File: config.mk
export PLATFORM = sky130hd
export DESIGN_NAME = fifo_flags
export DESIGN_NICKNAME = d
export VERILOG_FILES = /design/src/rtl/fifo_pkg.sv /design/src/rtl/fifo_ram.sv /design/src/rtl/fifo_flags.sv
export SDC_FILE = /design/constraint.sdc
export NUM_CORES = 1
export LEC_CHECK = 0
export CAP_MARGIN = 20
export CORE_MARGIN = 1.5
export CORE_UTILIZATION = 58
export CTS_BUF_LIST = sky130_fd_sc_hd__clkbuf_16
export CTS_CLUSTER_SIZE = 20
export DETAILED_ROUTE_END_ITERATION = 6
export PLACE_DENSITY = 0.78
export SETUP_SLACK_MARGIN = 0.5
export SLEW_MARGIN = 20
export SYNTH_ARGS = -nofsm -noshare
export SYNTH_HDL_FRONTEND = slang
export SYNTH_SLANG_ARGS = --single-unit
File: constraint.sdc
create_clock -name Pclk -period 4.4 [get_ports Pclk]
set_clock_uncertainty 0.05 [all_clocks]
set_input_delay 0.44 -clock Pclk [delete_from_list [all_inputs] [get_ports Pclk]]
set_output_delay 0.44 -clock Pclk [all_outputs]
set_load 0.005 [all_outputs]
File: src/rtl/fifo_pkg.sv
// fifo_pkg: default FIFO geometry and a constant clog2 shared by FIFO users
package fifo_pkg;
    localparam int DEF_DATA_WIDTH = 32;
    localparam int DEF_ADDR_EXP   = 3;

    function automatic int clog2(input int n);
        int r = 0;
        while ((1 << r) < n) r++;
        return r;
    endfunction
endpackage

File: src/rtl/fifo_ram.sv
// fifo_ram: storage array with synchronous write and asynchronous read, never reset
module fifo_ram
    import fifo_pkg::*;
#(
    parameter int DATA_WIDTH = DEF_DATA_WIDTH,
    parameter int ADDR_DEPTH = 2**DEF_ADDR_EXP
) (
    input  logic                           Pclk,
    input  logic                           we,
    input  logic [clog2(ADDR_DEPTH)-1:0]   waddr,
    input  logic [DATA_WIDTH-1:0]          wdata,
    input  logic [clog2(ADDR_DEPTH)-1:0]   raddr,
    output logic [DATA_WIDTH-1:0]          rdata
);
    logic [DATA_WIDTH-1:0] mem [ADDR_DEPTH];

    always_ff @(posedge Pclk)
        if (we) mem[waddr] <= wdata;

    assign rdata = mem[raddr];
endmodule

File: src/rtl/fifo_flags.sv
// fifo_flags: single-clock show-ahead FIFO with fill count, programmable
// almost-full/almost-empty thresholds and sticky overflow/underflow flags
module fifo_flags
    import fifo_pkg::*;
#(
    parameter int DATA_WIDTH = DEF_DATA_WIDTH,
    parameter int ADDR_EXP   = DEF_ADDR_EXP,
    parameter int ADDR_DEPTH = 2**ADDR_EXP
) (
    input  logic                  Pclk,
    input  logic                  RESET_N,
    input  logic                  ENABLE,
    input  logic                  FLUSH,
    input  logic                  ERR_CLR,
    input  logic [DATA_WIDTH-1:0] DATA_IN,
    input  logic                  PUSH,
    input  logic                  POP,
    input  logic [ADDR_EXP:0]     AF_LEVEL,
    input  logic [ADDR_EXP:0]     AE_LEVEL,
    output logic [DATA_WIDTH-1:0] DATA_OUT,
    output logic [ADDR_EXP:0]     COUNT,
    output logic                  FULL,
    output logic                  EMPTY,
    output logic                  ALMOST_FULL,
    output logic                  ALMOST_EMPTY,
    output logic                  OVERFLOW,
    output logic                  UNDERFLOW
);
    localparam int CW = ADDR_EXP + 1;
    localparam logic [CW-1:0] DEPTH_C = CW'(ADDR_DEPTH);

    logic [ADDR_EXP-1:0]   wr_ptr, rd_ptr;
    logic [DATA_WIDTH-1:0] rd_data;
    logic                  active, acc_push, acc_pop, ovf_set, unf_set;
    logic [CW-1:0]         count_nxt;

    // A push into a full FIFO is legal only when a pop frees the slot in the same cycle
    always_comb begin
        active    = ENABLE & ~FLUSH;
        acc_pop   = active & POP & ~EMPTY;
        acc_push  = active & PUSH & (~FULL | acc_pop);
        ovf_set   = active & PUSH & ~acc_push;
        unf_set   = active & POP & EMPTY;
        count_nxt = FLUSH ? '0 : COUNT + CW'(acc_push) - CW'(acc_pop);
    end

    always_ff @(posedge Pclk or negedge RESET_N) begin
        if (!RESET_N) begin
            wr_ptr       <= '0;
            rd_ptr       <= '0;
            COUNT        <= '0;
            EMPTY        <= 1'b1;
            FULL         <= 1'b0;
            ALMOST_EMPTY <= 1'b1;
            ALMOST_FULL  <= 1'b0;
            OVERFLOW     <= 1'b0;
            UNDERFLOW    <= 1'b0;
        end else if (ENABLE) begin
            wr_ptr       <= FLUSH ? '0 : wr_ptr + ADDR_EXP'(acc_push);
            rd_ptr       <= FLUSH ? '0 : rd_ptr + ADDR_EXP'(acc_pop);
            COUNT        <= count_nxt;
            EMPTY        <= count_nxt == '0;
            FULL         <= count_nxt == DEPTH_C;
            ALMOST_EMPTY <= count_nxt <= AE_LEVEL;
            ALMOST_FULL  <= count_nxt >= AF_LEVEL;
            OVERFLOW     <= ovf_set | (OVERFLOW & ~ERR_CLR);
            UNDERFLOW    <= unf_set | (UNDERFLOW & ~ERR_CLR);
        end
    end

    fifo_ram #(.DATA_WIDTH(DATA_WIDTH), .ADDR_DEPTH(ADDR_DEPTH)) u_ram (
        .Pclk  (Pclk),
        .we    (acc_push),
        .waddr (wr_ptr),
        .wdata (DATA_IN),
        .raddr (rd_ptr),
        .rdata (rd_data)
    );

    assign DATA_OUT = (EMPTY | ~ENABLE) ? '0 : rd_data;
endmodule

Word-level counts from Yosys, hierarchy flattened
Memories as Yosys holds them, arrays and structs flattened.
Cells that the tools add are included.
- equality and inequality tests: 1
- $add $sub $neg: 4
- bitwise logic cells: 19
- reduce and logical (&&, ||, !) cells: 1
- $lt $le $gt $ge: 2
- mux-type cells: 6
- operator list (operator ; number):
    $mux W32 ; 1
    $and A1 B1 Y1 ; 9
    $add A3 B1 Y3 ; 2
    $mux W3 ; 2
    $not A1 Y1 ; 6
    $add A4 B1 Y4 ; 1
    $eq A4 B4 Y1 const B ; 1
    $ge A4 B4 Y1 ; 1
    $le A4 B4 Y1 ; 1
    $logic_not A4 Y1 ; 1
    $mux W4 ; 1
    $or A1 B1 Y1 ; 4
    $sub A4 B1 Y4 ; 1
    $mux W1 ; 2
- RAM bits: 256
- word-level logic and storage cells: 43
- bits of input ports: 47
- output and inout port bits: 42
- flip-flop bits (word level): 16
- memories kept: 1
- memories (name ; words ; width ; read ports ; clocked after memory_dff ; write ports ; RTL line ; text):
    u_ram.mem ; 8 ; 32 ; 1 ; 0 ; 1 ; fifo_ram.sv:15 ; logic [DATA_WIDTH-1:0] mem [ADDR_DEPTH];

Depth between registers and ports, before layout
Gate-level depths: netlist of run 1.
- depth in word-level cells: 10
- gate-level depth with buffers: 16
- depth with buffers taken out: 15

Modules after synthesis
Synthesis of run 1 repeated with hierarchy kept, for this count alone.
- cell total of the unflattened synthesis: 526
- area total of the unflattened synthesis: 11101.9 um2
- modules (own cells, without submodules) (module ; instances ; cells an instance ; area each (um2)):
    fifo_ram ; 1 ; 383 ; 9825.7
    fifo_flags ; 1 ; 143 ; 1276.2

Least setup slack after synthesis of run 1
OpenSTA, ideal clock, no wires.
- path type: input -> register
- start: in FLUSH
- end: mem u_ram.mem[0][0] in the netlist's numbering, enable pin
- setup slack: 0.524 ns
- setup time: 0.461 ns
- data arrival time: 3.365 ns
- stages on the path: 7
- data required time: 3.889 ns
- cells stage by stage: buf_2 > nor2b_4 > nand2_1 > a21o_1 > inv_2 > nand2b_1 > nor3_1
- cells in the longest elaborated chain, start to end: 8
- elaborated cells on any way between the ends: 9
- classes of those cells: mux: 2; bitwise: 7
- RTL lines (element ; RTL line ; text):
    start: declaration ; fifo_flags.sv:13 ; input logic FLUSH,
    $not A1 Y1 * ; fifo_flags.sv:39 ; active = ENABLE & ~FLUSH;
    $and A1 B1 Y1 * ; fifo_flags.sv:39 ;
    $and A1 B1 Y1 (2 in series) ; fifo_flags.sv:40 ; acc_pop = active & POP & ~EMPTY;
    $or A1 B1 Y1 ; fifo_flags.sv:41 ; acc_push = active & PUSH & (~FULL | acc_pop);
    $and A1 B1 Y1 * ; fifo_flags.sv:41 ;
    $mux W1 * ; fifo_ram.sv:18 ; if (we) mem[waddr] <= wdata;
    $mux W1 (not written as such) * ; fifo_ram.sv:18 ;
    end: declaration ; fifo_ram.sv:15 ;
Every way passes the cells marked *; elsewhere a longest branch is shown, timed or not.

Final worst setup path of run 1
- start: reg rd_ptr[0]
- end: out DATA_OUT[1]
- cells in the longest elaborated chain, start to end: 2
- RTL lines (element ; RTL line ; text):
    start: declaration ; fifo_flags.sv:32 ; logic [ADDR_EXP-1:0] wr_ptr, rd_ptr;
    start signal: assignment ; fifo_flags.sv:60 ; rd_ptr <= FLUSH ? '0 : rd_ptr + ADDR_EXP'(acc_pop);
    $mem_v2 Z8 W32 ; n/a ;
    $mux W32 ; fifo_flags.sv:80 ; assign DATA_OUT = (EMPTY | ~ENABLE) ? '0 : rd_data;
    end: declaration ; fifo_flags.sv:20 ; output logic [DATA_WIDTH-1:0] DATA_OUT,
No other way between the ends.

==> results.py, run 1 <==
metrics = {
    "status": {
        "status": "finished with violations",
        "violations": "DRC",
    },
    "synth": {
        "synth.area.top_cells": "edfxtp_1 71%, mux4_2 13%, dfrtp_1 3.2%",
        "ys_async_sr_fraction_pct": 5.88,
        "synth_top_cell_by_area": "edfxtp_1",
        "syn_area_um2": 10900,
        "netlist_instances": 526,
        "syn-num-nets": 590,
        "synth_edf_count": 256,
        "syn_avg_cell_area_um2": 20.6,
        "yosys.area.top_type_share_pct": 70.8,
        "ys_warn_count": 0,
        "synth_flop_cell": "edfxtp_1",
        "yosysSeqAreaShare_pct": 74.5,
        "ys_types": 32,
        "ys_ff_latch": 272,
    },
    "clock_tree": {
        "cts_tree": "yes",
        "cts-htree-levels": 1,
        "cts-hold-fix-buffers": 0,
        "clk_path_buf_depth": 3,
        "cts_root_buffer": "clkbuf_16",
        "clk_latency_ps": 510,
        "cts.sinks": 272,
        "cts_setup_buffers": 0,
        "ctsResizeCount": 0,
        "cts_buffers": 27,
        "clkSlewWorstSetupHoldPaths_ps": 60,
    },
    "route": {
        "first_pass_iters": 7,
        "drt_iter0_drc": 436,
        "drc": 10,
        "viasPerCell": 5.93,
        "drt_wl_total_um": 20400,
        "ant_nets": 0,
        "vias": 5236,
        "wl_per_cell_um": 23.1,
    },
    "sta": {
        "final.min_clock_period_ps": 3640,
        "rsz0062_at_grt": "false",
        "fmaxAchievable_ghz": 0.275,
        "maxSlewHeadroom_pct": 26.9,
        "finalSetupViolCount": 0,
        "timing.final.crit_share_pct": 82.7,
        "tightest_slew_ps": 1100,
        "finalSetupTns_ps": 0,
        "drv_slew": 0,
        "hold_viol_final": 0,
    },
    "flow_run": {
        "drv_cap": 0,
    },
    "pwr": {
        "pwr-share-clk_pct": 37.6,
        "seq_power_share_pct": 50.9,
        "pwr_density_cell_nw_per_um2": 449,
        "switching_power_mw": 1.26,
        "power.internal_mw": 4.56,
        "vdd_drop_max_v": 0.000350,
        "switching_share_pct": 21.6,
        "p_leak_nw": 4.17,
        "finalPower_mw": 5.82,
        "p_comb_share_pct": 11.5,
    },
    "final_layout": {
        "stdcell_area_um2": 13000,
        "syn2layout_area_growth_pct": 19.3,
        "diodes": 0,
        "drive_above_1_share_pct": 20.2,
        "num-nets-final": 698,
        "fill_cells": 1057,
        "layoutNonFillerInstCount": 883,
    },
    "setup_path": {
        "rr_endpoint": "ALMOST_EMPTY",
        "path_class": "reg2out",
        "end_kind": "output port",
        "path_max_fanout": 49,
        "worstSetupStartpointType": "flip-flop",
        "required_ps": 3910,
        "cp.arrival_ps": 3150,
        "r2r_start": "EMPTY",
        "rr_worst_depth": 13,
        "ff2ff_setup_slack_ps": 1210,
    },
    "place": {
        "dp_hpwl_um": 11600,
        "place_area_um2": 12100,
        "place.gp.congestion": 0.819,
        "dp.cells": 834,
        "io_buffers": 88,
    },
    "grt": {
        "grt_pass1_wl_um": 31800,
        "grt_usage_pct": 21.6,
        "grt_overflow": 0,
        "grt_pass1_vias": 5560,
        "grt_max_degree": 50,
        "antenna_found_initial": 0,
    },
    "hold_path": {
        "worst_hold_path_type": "in2async",
    },
    "floorplan": {
        "dieHeight_um": 140,
        "pin_count": 89,
        "rows": 49,
        "die-area_um2": 19600,
        "die_width_um": 140,
        "start_util_pct": 59.8,
        "design.core.area_um2": 18100,
    },
}
[area by class of cell]
class / instances / area (um2) / area share (%)
clock inverters: 22 / 181 / 1.40
repair buffers: 103 / 1070 / 8.24
inverters: 14 / 52.6 / 0.405
clock buffers: 27 / 676 / 5.21
multi-input cells: 216 / 2600 / 20.1
well taps: 229 / 287 / 2.21
flip-flops and latches: 272 / 8100 / 62.5
[cells by family (layout without fill, tap and decap cells)]
family          Yosys count  after routing  share of synthesized area (%)
simple gates             71             71                           2.88
xor+xnor                  4              4                          0.323
mux                      99             99                           16.5
buf+inv                  38            166                           2.10
compound gates           25             25                           1.64
fa+ha+maj                17             17                           2.03
flops                   272            272                           74.5
[metrics by stage]
stage	util (%)	hold slack [ps]	setup WS, ps
after floorplan	-	94.4	524
after global placement	66.7	424	560
after detailed placement	66.7	427	425
after CTS	71.4	327	642
after global routing	71.4	371	532
final	71.4	310	763
[sequential cells by signal, summed over array words and instances (netlist names)]
signal / flops
wr_ptr: 3
COUNT: 4
UNDERFLOW: 1
u_ram.mem: 256
FULL: 1
OVERFLOW: 1
ALMOST_EMPTY: 1
rd_ptr: 3
ALMOST_FULL: 1
EMPTY: 1
[worst max path at each step]
| stage | startpoint | endpoint | slack [ps] |
|---|---|---|---|
| 6_report | rd_ptr[0] | DATA_OUT[1] | 760 |
| 5_1_grt | rd_ptr[0] | DATA_OUT[11] | 530 |
| 4_1_cts | rd_ptr[0] | DATA_OUT[11] | 640 |
| 3_5_place_dp | FLUSH | ALMOST_EMPTY | 420 |
| 3_3_place_gp | FLUSH | ALMOST_EMPTY | 560 |
| 2_1_floorplan | FLUSH | u_ram.mem[0][0] | 520 |
[power by group through the flow]
stage	Clock (mW)	Sequential [mW]	Combinational (mW)
final	2.19	2.96	0.668
after global routing	2.33	2.97	0.728
after CTS	2.22	2.96	0.677
after detailed placement	0	3.02	0.669
after global placement	0	3.01	0.650
after floorplan	0	2.98	0.387
[synthesized netlist by cell type (4+ instances only)]
master / number
edfxtp_1: 256
mux4_2: 63
nor2_1: 45
mux2i_1: 35
ha_1: 16
dfrtp_1: 14
inv_1: 13
buf_2: 12
nand2b_1: 10
nand2_1: 9
clkbuf_1: 6
a21oi_1: 5
a22o_1: 5
a21o_1: 4
o21ai_0: 4
xnor2_1: 4
[layer usage]
metal,track usage (%),wire [um],vias up
met3,3.27,1350,35
met5,0,0,-
met2,36.7,10500,183
met4,6.09,403,0
li1,-,-,2340
met1,29.8,8130,2678
[placed cells by master, fill, tap and decap left out, types with 2 or more instances in the layout]
master / synthesis / routed
edfxtp_1: 256 / 256
clkdlybuf4s50_1: 0 / 88
mux4_2: 63 / 63
nor2_1: 45 / 39
mux2i_1: 35 / 35
clkbuf_16: 0 / 27
ha_1: 16 / 16
inv_1: 13 / 15
dfrtp_1: 14 / 11
nand2b_1: 10 / 9
nand2_1: 9 / 9
clkinv_1: 0 / 9
buf_4: 0 / 9
nor2_4: 0 / 6
buf_12: 2 / 6
a21oi_1: 5 / 5
a22o_1: 5 / 5
clkinv_2: 0 / 5
a21o_1: 4 / 4
xnor2_1: 4 / 4
o21ai_0: 4 / 4
o2bb2ai_1: 3 / 3
bufinv_16: 0 / 3
dfstp_2: 2 / 2
nor2b_1: 2 / 2
nor3_2: 0 / 2
clkinv_4: 0 / 2
dfrtp_2: 0 / 2
[worst max-delay path, stage by stage (launching register included)]
cell and delay (ps):
dfrtp_4 1050, mux4_2 640, mux2i_1 330, nor2_1 80, clkdlybuf4s50_1 480
(Power assumes the default switching activity.)
==> run 2: changes to the inputs <==
--- a/config.mk
+++ b/config.mk
@@ -7,11 +7,11 @@
 export LEC_CHECK = 0
 export CAP_MARGIN = 20
 export CORE_MARGIN = 1.5
-export CORE_UTILIZATION = 58
+export CORE_UTILIZATION = 52
 export CTS_BUF_LIST = sky130_fd_sc_hd__clkbuf_16
 export CTS_CLUSTER_SIZE = 20
 export DETAILED_ROUTE_END_ITERATION = 6
-export PLACE_DENSITY = 0.78
+export PLACE_DENSITY = 0.73
 export SETUP_SLACK_MARGIN = 0.5
 export SLEW_MARGIN = 20
 export SYNTH_ARGS = -nofsm -noshare
==> constraint.sdc (replaced) <==
create_clock -name Pclk -period 3.15 [get_ports Pclk]
set_clock_uncertainty 0.05 [all_clocks]
set_input_delay 0.315 -clock Pclk [delete_from_list [all_inputs] [get_ports Pclk]]
set_output_delay 0.315 -clock Pclk [all_outputs]
set_load 0.005 [all_outputs]
==> run 2 against run 1 <==
Clock power increased by 26%. The run now ends clean. Highest routed layer unchanged. Critical endpoint is now ALMOST_FULL. Sequential power increased by 39%. Final area increased by 4.1%. Total power increased by 38%. Via count increased by 5.5%. Worst setup slack got worse by 490 ps. Routed wire length increased by 7.1%. Combinational power increased by 75%. Core utilization decreased by 5.2 points. Sequential cell count unchanged. Count of clock-buffer cells in the layout unchanged.
==> results.py, run 2 (same netlist as run 1, synthesis figures left out) <==
metrics = {
    "sta": {
        "drv_slew": 0,
        "timing.final.crit_share_pct": 91.3,
        "maxSlewHeadroom_pct": 50.1,
        "finalSetupViolCount": 0,
        "rsz0062_at_grt": "true",
        "finalSetupTns_ps": 0,
        "tightest_slew_ps": 746,
        "final.min_clock_period_ps": 2880,
        "hold_viol_final": 0,
        "setup_ws_ps": 274,
        "fmaxAchievable_ghz": 0.348,
    },
    "floorplan": {
        "die-area_um2": 21800,
        "rows": 52,
        "design.core.area_um2": 20400,
        "die_width_um": 148,
        "start_util_pct": 53.3,
        "pin_count": 89,
        "dieHeight_um": 148,
    },
    "grt": {
        "grt_pass1_wl_um": 33300,
        "grt_overflow": 0,
        "grt_pass1_vias": 5841,
        "antenna_found_initial": 0,
        "grt_max_degree": 29,
        "grt_usage_pct": 20.4,
    },
    "place": {
        "place_area_um2": 12400,
        "place.gp.congestion": 0.804,
        "place_ws_ps": -283,
        "io_buffers": 88,
        "dp.cells": 897,
        "dp_hpwl_um": 12500,
    },
    "pwr": {
        "power.internal_mw": 6.23,
        "p_comb_share_pct": 14.5,
        "finalPower_mw": 8.03,
        "switching_share_pct": 22.3,
        "seq_power_share_pct": 51.1,
        "pwr_density_cell_nw_per_um2": 595,
        "vdd_drop_max_v": 0.000428,
        "p_leak_nw": 4.56,
        "pwr-share-clk_pct": 34.4,
        "switching_power_mw": 1.79,
    },
    "setup_path": {
        "end_kind": "flip-flop",
        "rr_endpoint": "ALMOST_FULL",
        "path_max_fanout": 4,
        "required_ps": 3510,
        "cp.arrival_ps": 3230,
        "crit_start": "EMPTY",
        "critPathCapture": "ALMOST_FULL",
        "ff2ff_setup_slack_ps": 270,
        "r2r_start": "EMPTY",
        "path_class": "reg2reg",
        "worstSetupStartpointType": "flip-flop",
        "rr_worst_depth": 12,
    },
    "final_layout": {
        "num-nets-final": 746,
        "syn2layout_area_growth_pct": 24.2,
        "fill_cells": 1307,
        "regMostFlops": "u_ram.mem",
        "largest_reg_flops": 256,
        "diodes": 0,
        "layout_common_cells": "256 x edfxtp_1, 63 x mux4_2, 62 x clkdlybuf4s50_1, 37 x nor2_1, 36 x buf_4",
        "layoutNonFillerInstCount": 969,
        "stdcell_area_um2": 13500,
        "final_common_cell": "edfxtp_1",
        "drive_above_1_share_pct": 29.9,
        "top_regs": "u_ram.mem (256), COUNT (4)",
    },
    "clock_tree": {
        "cts_tree": "yes",
        "cts_buffers": 27,
        "cts-hold-fix-buffers": 0,
        "clkSlewWorstSetupHoldPaths_ps": 60,
        "cts_root_buffer": "clkbuf_16",
        "clk_path_buf_depth": 3,
        "clk_latency_ps": 520,
        "cts.sinks": 272,
        "cts-htree-levels": 1,
    },
    "route": {
        "drt_wl_total_um": 21800,
        "viasPerCell": 5.70,
        "drt_iter0_drc": 368,
        "wl_per_cell_um": 22.5,
        "drc": 0,
        "ant_nets": 0,
        "first_pass_iters": 5,
        "vias": 5523,
    },
    "hold_path": {
        "worst_hold_path_type": "in2async",
    },
    "status": {
        "status": "completed",
    },
    "flow_run": {
        "drv_cap": 0,
    },
}
==> run 2: changes by cell type in the layout (fill, tap and decap cells not counted), sizes merged <==
cell / previous run / this run
buf: 15 / 72
clkdlybuf4s50: 88 / 62
clkbuf: 27 / 38
clkinv: 16 / 10
inv: 16 / 22
dlymetal6s2s: 0 / 5
bufinv: 3 / 0
dlygate4sd2: 0 / 1
==> run 2: worst min-delay path by stage <==
stage               cells after the start  slack [ps]     endpoint
global route                            3         230  ALMOST_FULL
finish                                  1         180  ALMOST_FULL
detailed placement                      2         420     OVERFLOW
global placement                        2         420     OVERFLOW
floorplan                               0         -30  ALMOST_FULL
CTS                                     1         200    UNDERFLOW
==> run 2: through the flow <==
stage	hold slack (ps)	util, %
finish	179	66.2
global route	226	66.2
CTS	203	65.8
detailed placement	424	60.7
global placement	425	60.7
floorplan	-30.6	-
==> run 2: timing repair <==
action / CTS / global route
gates cloned: 2 / 1
endpoints found under the setup margin: 34 / 34
pin swaps: 10 / 7
setup buffers: 17 / 6
resized for setup: 68 / 45
==> run 2: routing by layer <==
metal,vias up,global-route usage [%],wire length [um]
met5,-,0,0
met4,0,5.55,515
met3,41,2.93,1030
met2,163,35.7,11400
met1,2882,26.9,8870
li1,2437,-,-
==> run 2: worst max-delay path, cell delays in order, from the launching register on <==
cell,delay [ps]
dfstp_2,550
nand2b_4,140
nor3_4,40
ha_1,280
inv_1,40
ha_2,170
fa_1,520
nor2b_4,220
ha_4,220
a21o_1,150
a21o_1,170
a21oi_2,110
a21oi_1,80
==> run 2: power groups by stage <==
stage               sequential [mW]  clock, mW  combinational [mW]
floorplan                      4.16          0               0.550
global placement               4.19          0                1.00
detailed placement             4.19          0                1.03
CTS                            4.10       2.82                1.13
global route                   4.10       2.94                1.26
finish                         4.10       2.76                1.17
==> run 2: area by class of cell <==
cell class | instances | area [um2] | share of cell area [%]
Inverter | 14 | 52.6 | 0.390
Multi-Input combinational cell | 216 | 2700 | 20.0
Timing Repair Buffer | 151 | 1540 | 11.4
Clock inverter | 19 | 83.8 | 0.621
Clock buffer | 27 | 676 | 5.01
Tap cell | 270 | 338 | 2.50
Sequential cell | 272 | 8100 | 60.0
==> run 3: changes to the inputs <==
--- a/config.mk
+++ b/config.mk
@@ -6,14 +6,16 @@
 export NUM_CORES = 1
 export LEC_CHECK = 0
 export CAP_MARGIN = 20
+export CORE_ASPECT_RATIO = 2
 export CORE_MARGIN = 1.5
-export CORE_UTILIZATION = 52
+export CORE_UTILIZATION = 40
 export CTS_BUF_LIST = sky130_fd_sc_hd__clkbuf_16
 export CTS_CLUSTER_SIZE = 20
 export DETAILED_ROUTE_END_ITERATION = 6
-export PLACE_DENSITY = 0.73
+export PLACE_DENSITY = 0.59
 export SETUP_SLACK_MARGIN = 0.5
 export SLEW_MARGIN = 20
 export SYNTH_ARGS = -nofsm -noshare
 export SYNTH_HDL_FRONTEND = slang
+export SYNTH_HIERARCHICAL = 1
 export SYNTH_SLANG_ARGS = --single-unit
==> run 3 against run 2 <==
Worst hold slack better by 4.6 ps. Sequential power hardly changed. Die area is 32% higher. Via count is 0.40% lower. Sequential share of layout area is 3.9 points lower. Clock power is 15% higher. First-iteration DRC count is 1.1% lower. Core utilization is 14 points lower. Synthesized cell count stayed put. Highest routed layer unchanged. Final area is 6.9% higher. Register-to-register slack better by 40 ps.
==> results.py, run 3 <==
metrics = {
    "route": {
        "viasPerCell": 5.22,
        "wl_per_cell_um": 23.6,
        "drc": 0,
        "drt_iter0_drc": 364,
        "drt_wl_total_um": 24900,
        "vias": 5501,
        "ant_nets": 0,
        "first_pass_iters": 4,
    },
    "clock_tree": {
        "cts_root_buffer": "clkbuf_16",
        "cts.sinks": 272,
        "cts-hold-fix-buffers": 0,
        "clk_path_buf_depth": 3,
        "cts_buffers": 25,
        "cts_tree": "yes",
        "cts-htree-levels": 1,
        "clkSlewWorstSetupHoldPaths_ps": 70,
        "clk_latency_ps": 540,
    },
    "grt": {
        "grt_max_degree": 33,
        "grt_usage_pct": 18.2,
        "grt_overflow": 0,
        "antenna_found_initial": 0,
        "grt_pass1_wl_um": 38300,
        "grt_pass1_vias": 6172,
    },
    "place": {
        "io_buffers": 88,
        "dp_hpwl_um": 14100,
        "place.gp.congestion": 0.760,
        "place_ws_ps": -256,
    },
    "floorplan": {
        "die-area_um2": 28800,
        "start_util_pct": 40.5,
        "rows": 86,
        "die_width_um": 121,
        "dieHeight_um": 239,
        "design.core.area_um2": 27400,
        "pin_count": 89,
    },
    "pwr": {
        "finalPower_mw": 8.72,
        "pwr_density_cell_nw_per_um2": 604,
        "p_leak_nw": 4.90,
        "vdd_drop_max_v": 0.000343,
    },
    "synth": {
        "ys_async_sr_fraction_pct": 5.88,
        "syn_avg_cell_area_um2": 21.1,
        "ys_warn_count": 6,
        "post-synth-top-count-cell": "edfxtp_1",
        "synth_top_cell_by_area": "edfxtp_1",
        "syn_area_um2": 11100,
        "netlist_instances": 526,
        "synth_flop_cell": "edfxtp_1",
        "synthTopCellsByCount": "256 x edfxtp_1, 40 x mux4_1, 32 x and2_1, 32 x mux2_2, 24 x mux4_2",
        "yosysSeqAreaShare_pct": 72.9,
        "syn-num-nets": 590,
        "synth.area.top_cells": "edfxtp_1 69%, mux4_1 9.5%, mux4_2 4.9%",
        "ys_types": 35,
        "synth_edf_count": 256,
        "yosys.area.top_type_share_pct": 69.2,
        "ys_ff_latch": 272,
    },
    "sta": {
        "fmaxAchievable_ghz": 0.353,
        "setup_ws_ps": 318,
        "final.min_clock_period_ps": 2830,
        "holdWs_ps": 183,
        "rsz0062_at_grt": "true",
        "drv_slew": 0,
        "timing.final.crit_share_pct": 89.9,
        "maxSlewHeadroom_pct": 47.4,
        "finalSetupTns_ps": 0,
        "finalSetupViolCount": 0,
        "hold_viol_final": 0,
        "tightest_slew_ps": 787,
    },
    "setup_path": {
        "worstSetupStartpointType": "flip-flop",
        "crit_start": "EMPTY",
        "ff2ff_setup_slack_ps": 320,
        "required_ps": 3580,
        "path_class": "reg2reg",
        "r2r_start": "EMPTY",
        "end_kind": "flip-flop",
        "path_max_fanout": 4,
        "rr_endpoint": "ALMOST_EMPTY",
        "rr_worst_depth": 13,
        "cp.arrival_ps": 3270,
    },
    "final_layout": {
        "final_common_cell": "edfxtp_1",
        "layout_common_cells": "256 x edfxtp_1, 57 x mux4_2, 56 x clkdlybuf4s50_1, 37 x buf_6, 32 x mux2_4",
        "largest_reg_flops": 256,
        "num-nets-final": 746,
        "diodes": 0,
        "drive_above_1_share_pct": 40.9,
        "top_regs": "u_ram/mem (256), COUNT (4)",
        "regMostFlops": "u_ram/mem",
        "syn2layout_area_growth_pct": 29.9,
    },
    "flow_run": {
        "drv_cap": 0,
    },
    "status": {
        "status": "completed",
    },
    "hold_path": {
        "worst_hold_path_type": "in2async",
    },
}
## run 3: timing repair
action                     CTS  global route
resized for setup          241            42
buffers inserted            18             6
pin swaps                    6            10
setup endpoints to repair   34            34
gates cloned                 9             0
## run 3: logic make-up after synthesis
family / count (synthesis) / synth area share, %
multiplexers: 99 / 17.9
XOR/XNOR: 4 / 0.316
buffers and inverters: 39 / 1.94
AO/OA/AOI/OAI: 25 / 1.69
AND/OR/NAND/NOR: 70 / 3.35
adder cells (fa/ha/maj): 17 / 1.98
flip-flops: 272 / 72.9
## run 3: power by group
| group | leakage [nW] | internal [mW] | switching [mW] |
|---|---|---|---|
| combinational | 1.96 | 0.863 | 0.570 |
| clock | 0.435 | 1.87 | 1.31 |
| sequential | 2.51 | 4.04 | 0.0704 |
| total | 4.90 | 6.77 | 1.95 |
## run 3: worst max path at each step
| stage | end | slack [ps] |
|---|---|---|
| detailed placement | ALMOST_FULL | -260 |
| CTS | DATA_OUT[10] | 310 |
| floorplan | ALMOST_FULL | 390 |
| global placement | ALMOST_FULL | -180 |
| finish | ALMOST_EMPTY | 320 |
| global route | ALMOST_EMPTY | 180 |
## run 3: layout make-up
cell class	instances	area [um2]
Multi-Input combinational cell	215	3050
Sequential cell	272	8100
Tap cell	352	440
Fill cell	2171	13000
Clock buffer	25	626
Clock inverter	21	243
Inverter	15	63.8
Timing Repair Buffer	153	1910
## run 3: stage by stage
stage          utilization [%]  cells  area (um2)
2_1_floorplan                -    526       11200
3_3_place_gp              46.6    974       12800
3_5_place_dp              46.6    974       12800
4_1_cts                   51.7   1047       14200
5_1_grt                   52.6   1053       14400
6_report                  52.6   1053       14400
## run 3: worst max-delay path, stage by stage, from the launching register on
cell and delay (ps):
dfstp_2 410, o21ai_2 170, nand3_2 110, ha_4 280, inv_2 40, ha_4 150
fa_1 530, nor2b_4 220, ha_4 220, nor2b_4 120, o21ai_2 100, nand2b_1 80
a21oi_2 140, o22a_1 150
## run 3: routing by layer
layer	wire [um]	global-route usage, %	up-vias
li1	-	-	2440
met1	9470	21.2	2905
met2	13900	34.0	126
met3	889	2.41	30
met4	587	5.95	0
met5	0	0	-
